`src/rtl/writeback_unit.sv`:
```
// writeback_unit: merges ALU results and buffered, formatted loads onto the register-file write port.
// Optional WB_BYPASS_EN adds combinational forwarding outputs of the result selected this cycle.
module writeback_unit #(
   parameter int XLEN            = 32,
   parameter int LOAD_FIFO_DEPTH = 2
) (
   input  logic            clk,
   input  logic            rst,
   input  logic            aluValid,
   output logic            aluReady,
   input  logic [4:0]      aluRd,
   input  logic [XLEN-1:0] aluResult,
   input  logic            memRespValid,
   output logic            memRespReady,
   input  logic [4:0]      memRd,
   input  logic [2:0]      memFunct3,
   input  logic [1:0]      memByteOffset,
   input  logic [XLEN-1:0] memRdata,
   output logic [4:0]      writeAddr,
   output logic [XLEN-1:0] writeData,
   output logic            writeEnable,
   output logic            loadErr
`ifdef WB_BYPASS_EN
   ,
   output logic            bypassValid,
   output logic [4:0]      bypassRd,
   output logic [XLEN-1:0] bypassData
`endif
);
   localparam int AW = $clog2(LOAD_FIFO_DEPTH);
   localparam logic [AW:0] FULL = LOAD_FIFO_DEPTH[AW:0];
   logic [XLEN-1:0] r_data [LOAD_FIFO_DEPTH];
   logic [4:0]      r_rd   [LOAD_FIFO_DEPTH];
   logic [AW-1:0]   r_wr_ptr, r_rd_ptr;
   logic [AW:0]     r_count;
   logic [4:0]      r_waddr;
   logic [XLEN-1:0] r_wdata;
   logic            r_we, r_err;
   logic [XLEN-1:0] w_shift, w_ld_data, w_sel_data;
   logic [4:0]      w_sel_rd;
   logic            w_ld_err, w_full, w_push, w_pop, w_alu_acc, w_sel_valid;
   assign w_full       = r_count == FULL;
   assign memRespReady = !w_full;
   assign w_push       = memRespValid & memRespReady;
   assign w_alu_acc    = aluValid & !w_full;
   assign aluReady     = w_alu_acc;
   // A full FIFO takes the port so the ALU can never starve load responses.
   assign w_pop        = w_full | (!aluValid & (r_count != '0));
   assign w_sel_valid  = w_alu_acc | w_pop;
   assign w_sel_rd     = w_alu_acc ? aluRd : r_rd[r_rd_ptr];
   assign w_sel_data   = w_alu_acc ? aluResult : r_data[r_rd_ptr];
   assign w_shift      = memRdata >> {memByteOffset, 3'b000};
   always_comb begin
      w_ld_err  = 1'b0;
      w_ld_data = '0;
      case (memFunct3)
         3'b000:  w_ld_data = {{(XLEN-8){w_shift[7]}}, w_shift[7:0]};
         3'b100:  w_ld_data = {{(XLEN-8){1'b0}}, w_shift[7:0]};
         3'b001:  begin
            w_ld_err  = memByteOffset[0];
            w_ld_data = memByteOffset[0] ? '0 : {{(XLEN-16){w_shift[15]}}, w_shift[15:0]};
         end
         3'b101:  begin
            w_ld_err  = memByteOffset[0];
            w_ld_data = memByteOffset[0] ? '0 : {{(XLEN-16){1'b0}}, w_shift[15:0]};
         end
         3'b010:  begin
            w_ld_err  = memByteOffset != 2'b00;
            w_ld_data = w_ld_err ? '0 : memRdata;
         end
         default: w_ld_err = 1'b1;
      endcase
   end
   always_ff @(posedge clk) begin
      if (rst) begin
         r_wr_ptr <= '0;
         r_rd_ptr <= '0;
         r_count  <= '0;
         r_we     <= 1'b0;
         r_waddr  <= '0;
         r_wdata  <= '0;
         r_err    <= 1'b0;
      end else begin
         if (w_push) begin
            r_data[r_wr_ptr] <= w_ld_data;
            r_rd[r_wr_ptr]   <= memRd;
            r_wr_ptr         <= r_wr_ptr + 1'b1;
         end
         if (w_pop) r_rd_ptr <= r_rd_ptr + 1'b1;
         r_count <= r_count + {{AW{1'b0}}, w_push} - {{AW{1'b0}}, w_pop};
         r_we    <= w_sel_valid & (w_sel_rd != 5'd0);
         if (w_sel_valid && w_sel_rd != 5'd0) begin
            r_waddr <= w_sel_rd;
            r_wdata <= w_sel_data;
         end
         r_err <= w_push & w_ld_err;
      end
   end
   assign writeAddr   = r_waddr;
   assign writeData   = r_wdata;
   assign writeEnable = r_we;
   assign loadErr     = r_err;
`ifdef WB_BYPASS_EN
   assign bypassValid = !rst & w_sel_valid & (w_sel_rd != 5'd0);
   assign bypassRd    = w_sel_rd;
   assign bypassData  = w_sel_data;
`endif
endmodule

```
`config.mk`:
```
export PLATFORM = sky130hd
export DESIGN_NAME = writeback_unit
export DESIGN_NICKNAME = d
export VERILOG_FILES = /design/src/rtl/writeback_unit.sv
export SDC_FILE = /design/constraint.sdc
export NUM_CORES = 1
export LEC_CHECK = 0
export CAP_MARGIN = 10
export CORE_ASPECT_RATIO = 0.8
export CORE_MARGIN = 5
export CORE_UTILIZATION = 52
export DETAILED_ROUTE_END_ITERATION = 7
export PLACE_DENSITY = 0.81
export SETUP_SLACK_MARGIN = 0.3
export SYNTH_ARGS = -nofsm -noshare
export SYNTH_HDL_FRONTEND = slang
export SYNTH_SLANG_ARGS = --single-unit
```
`constraint.sdc`:
```
create_clock -name clk -period 5.1 [get_ports clk]
set_clock_uncertainty 0.05 [all_clocks]
set_input_delay 1.02 -clock clk [delete_from_list [all_inputs] [get_ports clk]]
set_output_delay 1.02 -clock clk [all_outputs]
set_load 0.05 [all_outputs]
```
==> impl_results.md, run 1 <==
- Share of layout cells above drive strength 1: 10.3%
- Worst setup SP type: input port
- Min cycle time layout: 3.61 ns
- Critical-path maximum fanout: 5
- Pwr Density: 537 mW/mm^2
- Most frequent cells in the layout: clkdlybuf4s50_1, edfxtp_1, nor2_1
- Initial DRT Pass Iterations: 5
- Clock buffer depth: 2
- Layout fillers: a little over 800
- Die Wd: 131 um
- Post-synth EDFFs: 74
- WL per Instance: roughly 23 um
- Logic gate share of total power: 36.6%
- Yosys Warn Count: 0
- Core Util, Final: 69.6%
- CTS Sinks: 118
- Avg Inst Size Synth: ~11 um^2
- Post-route ant nets: 0
- Clock power share: between 20 and 30%
- Post-CTS Setup Bufs: 0
- Total track usage: a little over a quarter
- RD Place Congestion: 0.843
- Status: finished, final reports clean
- ANT cells: 0
- Seq cells post-synth: 118
- Switching share of power: 37.8%
- Detailed Route WL: 18300 um
- Post-DP HPWL: 11500 um
- Critical Path Slowest Stage Cell: clkdlybuf4s50_1
- Rel. slew slack: 16.6%
- Cells along the critical path: clkdlybuf4s50_1 > nand2_2 > inv_2 > clkdlybuf4s50_1
- Setup CP Type: input port to output port
- Sequential share of power: 33.6%
- Grt total ovfl: 0
- Cts hold-fix bufs: 0
- Switching Power: 1.62 mW
- Mapped Nets: 629
- Io pins: 124
- Worst Path Required: just over 4 ns
- Vias in the first global route: 5410
- Fmax: 0.277 GHz
- CTS Root Buffer Type: clkbuf_16
- Initial antenna violation count: 0
- H-tree levels: 4
- Global-route wire length before repair: about 28000 um
- Crit path DAT: 2.54 ns
- Crit end category: output port
- RSZ-0062 raised after global routing: false
- Clock tree from TritonCTS: yes
- DRC Markers: 0
- Async set-reset flop share out of synthesis: 0%
- Die Y: about 110 um
- HP Class: flip-flop to flip-flop
- Largest net degree at the start of global routing: 44
- Setup violations, final: 0
- Die area: 0.0139 mm^2
- Post-synthesis sequential area ratio: approximately half
- Commonest non-fill, non-tap cell in the layout: clkdlybuf4s50_1
- Max VDD drop: 0.378 mV
- Synth Flop Type: edfxtp_1
- Via/cell ratio: 6.77
- Netlist cell types: 50
- Area Growth Syn to Fin: 31.8%
- Cell family with the largest share of critical-path delay: buffers and inverters
- Initial DRC count: 627
- I/O Buffers: 123
- Buf/Inv on CP: 3
- Initial core utilization: 52.9%
- Nets: 731
- CTS Buf Count: 17
- Worst Tran Pin Value: 1.25 ns
- Post-CTS Resized: 0
- Total power draw: 4.27 mW
- Hold Fails Final Rpt: 0
- Clock Latency Late Sink: 0.41 ns
- Syn Inst Count: between 500 and 600
- Crit-path most repeated cell: clkdlybuf4s50_1
- Clk pin slew, worst setup/hold paths: 0.06 ns
- Period utilisation layout: 70.7%
- Core Region: between 0.01 and 0.015 mm^2
- # rows: 35
- Leakage: 3.03 nW
- Mapped Area: 0.00604 mm^2
- Setup TNS: 0 ns
- Max Slew Vio Count: 0
- Internal Power: 2.66 mW
- Delay of the slowest critical-path stage: 0.79 ns
- Vias: between 5000 and 6000
- Max-cap violation count: 0
==> logic make-up (layout without fill, tap and decap cells) <==
logic type	count (synthesis)	in the layout	share of synthesized area [%]
flip-flops	118	118	51.4
adder cells (fa/ha/maj)	2	2	0.414
AO/OA/AOI/OAI	198	198	25.9
buffers and inverters	58	173	4.29
AND/OR/NAND/NOR	118	118	9.49
multiplexers	46	46	7.97
XOR/XNOR	4	4	0.580
==> cells in the mapped netlist (3+ instances only) <==
library cell | count | area, um^2
a2111o_1 | 32 | 360
a211oi_1 | 6 | 45.0
a21o_1 | 18 | 135
a21oi_1 | 35 | 175
a221oi_1 | 31 | 272
a22o_1 | 34 | 298
a22oi_1 | 13 | 97.6
a31oi_1 | 4 | 25.0
buf_1 | 7 | 26.3
buf_2 | 9 | 45.0
buf_6 | 3 | 33.8
clkbuf_1 | 31 | 116
dfxtp_1 | 44 | 881
edfxtp_1 | 74 | 2220
inv_1 | 5 | 18.8
mux2_2 | 7 | 78.8
mux2i_1 | 38 | 380
nand2_1 | 10 | 37.5
nand2b_1 | 4 | 25.0
nor2_1 | 47 | 176
nor2b_1 | 3 | 18.8
nor3_1 | 35 | 175
o21ai_0 | 17 | 85.1
o21ba_2 | 4 | 40.0
==> final cells by class <==
cell class              count  area, um^2  area share, %
flip-flops and latches    118        3100           39.0
multi-input cells         368        2700           33.9
repair buffers            135        1320           16.6
clock buffers              17         425           5.34
clock inverters            15         203           2.55
well taps                 148         185           2.33
inverters                   6        22.5          0.283
==> power by group through the flow <==
stage,Combinational (mW),Sequential [mW],Clock [mW]
floorplan,0.656,1.81,0
global placement,1.52,1.43,0
detailed placement,1.54,1.45,0
CTS,1.56,1.43,1.28
global route,1.64,1.46,1.33
finish,1.56,1.44,1.27
==> per-layer routing <==
layer / global-route usage, % / part of all wire (%) / vias to the layer above
met5: 0 / 0 / -
met4: 9.25 / 2.4 / 0
met3: 7.08 / 11 / 48
met2: 40.0 / 46 / 348
met1: 35.9 / 41 / 2700
li1: - / - / 2370
==> final timing paths <==
path                            slack, ns       endpoint  cells after the start           from
worst min-delay path                 0.45  writeData[20]                      1  writeData[20]
worst max register to register       1.88   writeData[4]                      7      flip-flop
worst min register to register       0.45  writeData[20]                      1  writeData[20]
worst max-delay path                 1.49       aluReady                      4       aluValid
==> flip-flops by register name (all words and copies together), names as in the netlist, named ones only <==
| register | flops |
|---|---|
| loadErr | 1 |
| r_count | 2 |
| r_data | 64 |
| r_rd | 10 |
| r_rd_ptr | 1 |
| r_wr_ptr | 1 |
| writeAddr | 5 |
| writeData | 32 |
| writeEnable | 1 |
==> metrics by stage <==
step                      hold slack, ns  setup slack [ns]  instance area [um^2]  instances
after detailed placement           0.440              1.38                  7330        775
after CTS                          0.453              1.48                  7960        807
after floorplan                    0.431             0.389                  6040        544
after global routing               0.479              1.45                  7960        807
after global placement             0.430              1.52                  7330        775
final                              0.449              1.49                  7960        807
No activity file was read; power rests on OpenSTA's default activity.
==> run 2, diff against run 1 <==
clock period = 3.4 ns   (was 5.1 ns; I/O delays follow)
==> impl_results.md, run 2 (synthesis gave the netlist of run 1 again) <==
- Initial antenna violation count: 0 (unchanged)
- Top routing layer in use: met4 (unchanged)
- Clock tree from TritonCTS: yes (unchanged)
- Clock Latency Late Sink: 0.42 ns (was 0.41 ns)
- WL per Instance: 21.9 um (was 22.7 um)
- Final std cells w/o fill: 818 (was 807)
- Cts hold-fix bufs: 0 (unchanged)
- Crit path DAT: 2.87 ns (was 2.54 ns)
- Die Y: 106 um (unchanged)
- Metal2 WL: 8180 um (was 8470 um)
- Share of layout cells above drive strength 1: 11.3% (was 10.3%)
- Total track usage: 26.0% (was 26.2%)
- Post-CTS Resized: 0 (unchanged)
- Min cycle time layout: 2.63 ns
- Pwr Density: 793 mW/mm^2 (was 537 mW/mm^2)
- Reg with most FFs: r_data (unchanged)
- Critical-path maximum fanout: 19 (was 5)
- Post-CTS Setup Bufs: 0 (unchanged)
- Clk pin slew, worst setup/hold paths: 0.05 ns (was 0.06 ns)
- Total power draw: 6.41 mW (was 4.27 mW)
- Leakage: 3.10 nW (was 3.03 nW)
- I/O Buffers: 123 (unchanged)
- Crit end category: flip-flop (was output port)
- Io pins: 124 (unchanged)
- Setup TNS: 0 ns (unchanged)
- Die area: 0.0139 mm^2 (unchanged)
- Global-route wire length before repair: 28100 um (was 28400 um)
- Number of flip-flops in the largest register: 64 (unchanged)
- Vias: 5419 (was 5466)
- Fmax: 0.380 GHz
- Detailed Route WL: 17900 um (was 18300 um)
- Initial core utilization: 52.9% (unchanged)
- CTS Root Buffer Type: clkbuf_16 (unchanged)
- Nets: 742 (was 731)
- Max VDD drop: 0.686 mV (was 0.378 mV)
- Most frequent cells in the layout: clkdlybuf4s50_1, edfxtp_1, nor2_1 (unchanged)
- ANT cells: 0 (unchanged)
- Worst setup SP type: input port (unchanged)
- Commonest non-fill, non-tap cell in the layout: clkdlybuf4s50_1 (unchanged)
- WL met1: 7530 um (was 7430 um)
- Post-DP HPWL: 12200 um (was 11500 um)
- Initial DRT Pass Iterations: 7 (was 5)
- Hold Fails Final Rpt: 0 (unchanged)
- Met3 WL post-DR: 1890 um (was 1970 um)
- RD Place Congestion: 0.891 (was 0.843)
- Setup violations, final: 0 (unchanged)
- Core Util, Final: 70.7% (was 69.6%)
- Placed Cells: 786 (was 775)
- Die Wd: 131 um (unchanged)
- Area Growth Syn to Fin: 33.7% (was 31.8%)
- RSZ-0062 raised after global routing: false (unchanged)
- WHS: 0.447 ns (was 0.449 ns)
- Worst Tran Pin Value: 1.17 ns (was 1.25 ns)
- Grt total ovfl: 0 (unchanged)
- Via/cell ratio: 6.62 (was 6.77)
- CTS Buf Count: 17 (unchanged)
- Max-cap violation count: 0 (unchanged)
- # rows: 35 (unchanged)
- Clock buffer depth: 2 (unchanged)
- Setup CP Type: input port to flip-flop (was input port to output port)
- H-tree levels: 4 (unchanged)
- Initial DRC count: 545 (was 627)
- Max Slew Vio Count: 0 (unchanged)
- Core Region: 0.0114 mm^2 (unchanged)
- Status: finished, final reports clean (unchanged)
- Period utilisation layout: 77.3%
- Post-route ant nets: 0 (unchanged)
- Largest net degree at the start of global routing: 34 (was 44)
- Worst Path Required: 3.64 ns (was 4.03 ns)
- DRC Markers: 0 (unchanged)
- HP Class: flip-flop to flip-flop (unchanged)
- Vias in the first global route: 5405 (was 5410)
- Rel. slew slack: 21.4% (was 16.6%)
- CTS Sinks: 118 (unchanged)
## run 2: cell types whose count changed in the layout (fill, tap and decap cells not counted), sizes merged
cell           previous run  this run
clkinvlp                  4         2
inv                       8         6
buf                      12        24
clkbuf                   17        22
clkdlybuf4s50           123       122
clkinv                    5         4
## run 2: final timing paths
check / start / endpoint / slack (ns) / cells past startpoint
setup / recovery: aluRd[3] / writeData[15] / 0.77 / 6
hold / removal: writeData[16] / writeData[16] / 0.45 / 1
setup reg to reg: r_count[0] / writeData[28] / 1.02 / 8
hold reg to reg: writeData[16] / writeData[16] / 0.45 / 1
## run 2: area by class of cell
| type | count | area [um^2] |
|---|---|---|
| Inverter | 6 | 22.5 |
| Multi-Input combinational cell | 368 | 2710 |
| Sequential cell | 118 | 3100 |
| Clock inverter | 10 | 153 |
| Tap cell | 148 | 185 |
| Clock buffer | 22 | 464 |
| Fill cell | 779 | 3350 |
| Timing Repair Buffer | 146 | 1440 |
## run 2: metrics by stage
stage	cell area [um^2]	setup slack, ns
2_1_floorplan	6060	0.350
3_3_place_gp	7460	0.426
3_5_place_dp	7460	0.394
4_1_cts	8080	0.784
5_1_grt	8080	0.682
6_report	8080	0.771
## run 2: where the power goes
part | leakage (nW) | internal [mW] | switching (mW)
clock network | 0.295 | 1.26 | 0.616
registers | 1.06 | 1.84 | 0.227
logic | 1.75 | 0.940 | 1.52
## run 2: critical path, cell delays in order
cell and delay [ns]:
clkdlybuf4s50_1 0.43, nor4_1 0.63, nor3_2 0.34, buf_12 0.26, a22o_1 0.23, a2111o_1 0.29
## run 2: routing by layer
layer  vias up  GRT usage (%)
li1       2400              -
met1      2641           36.8
met2       342           39.4
met3        36           6.43
met4         0           7.78
met5         -              0
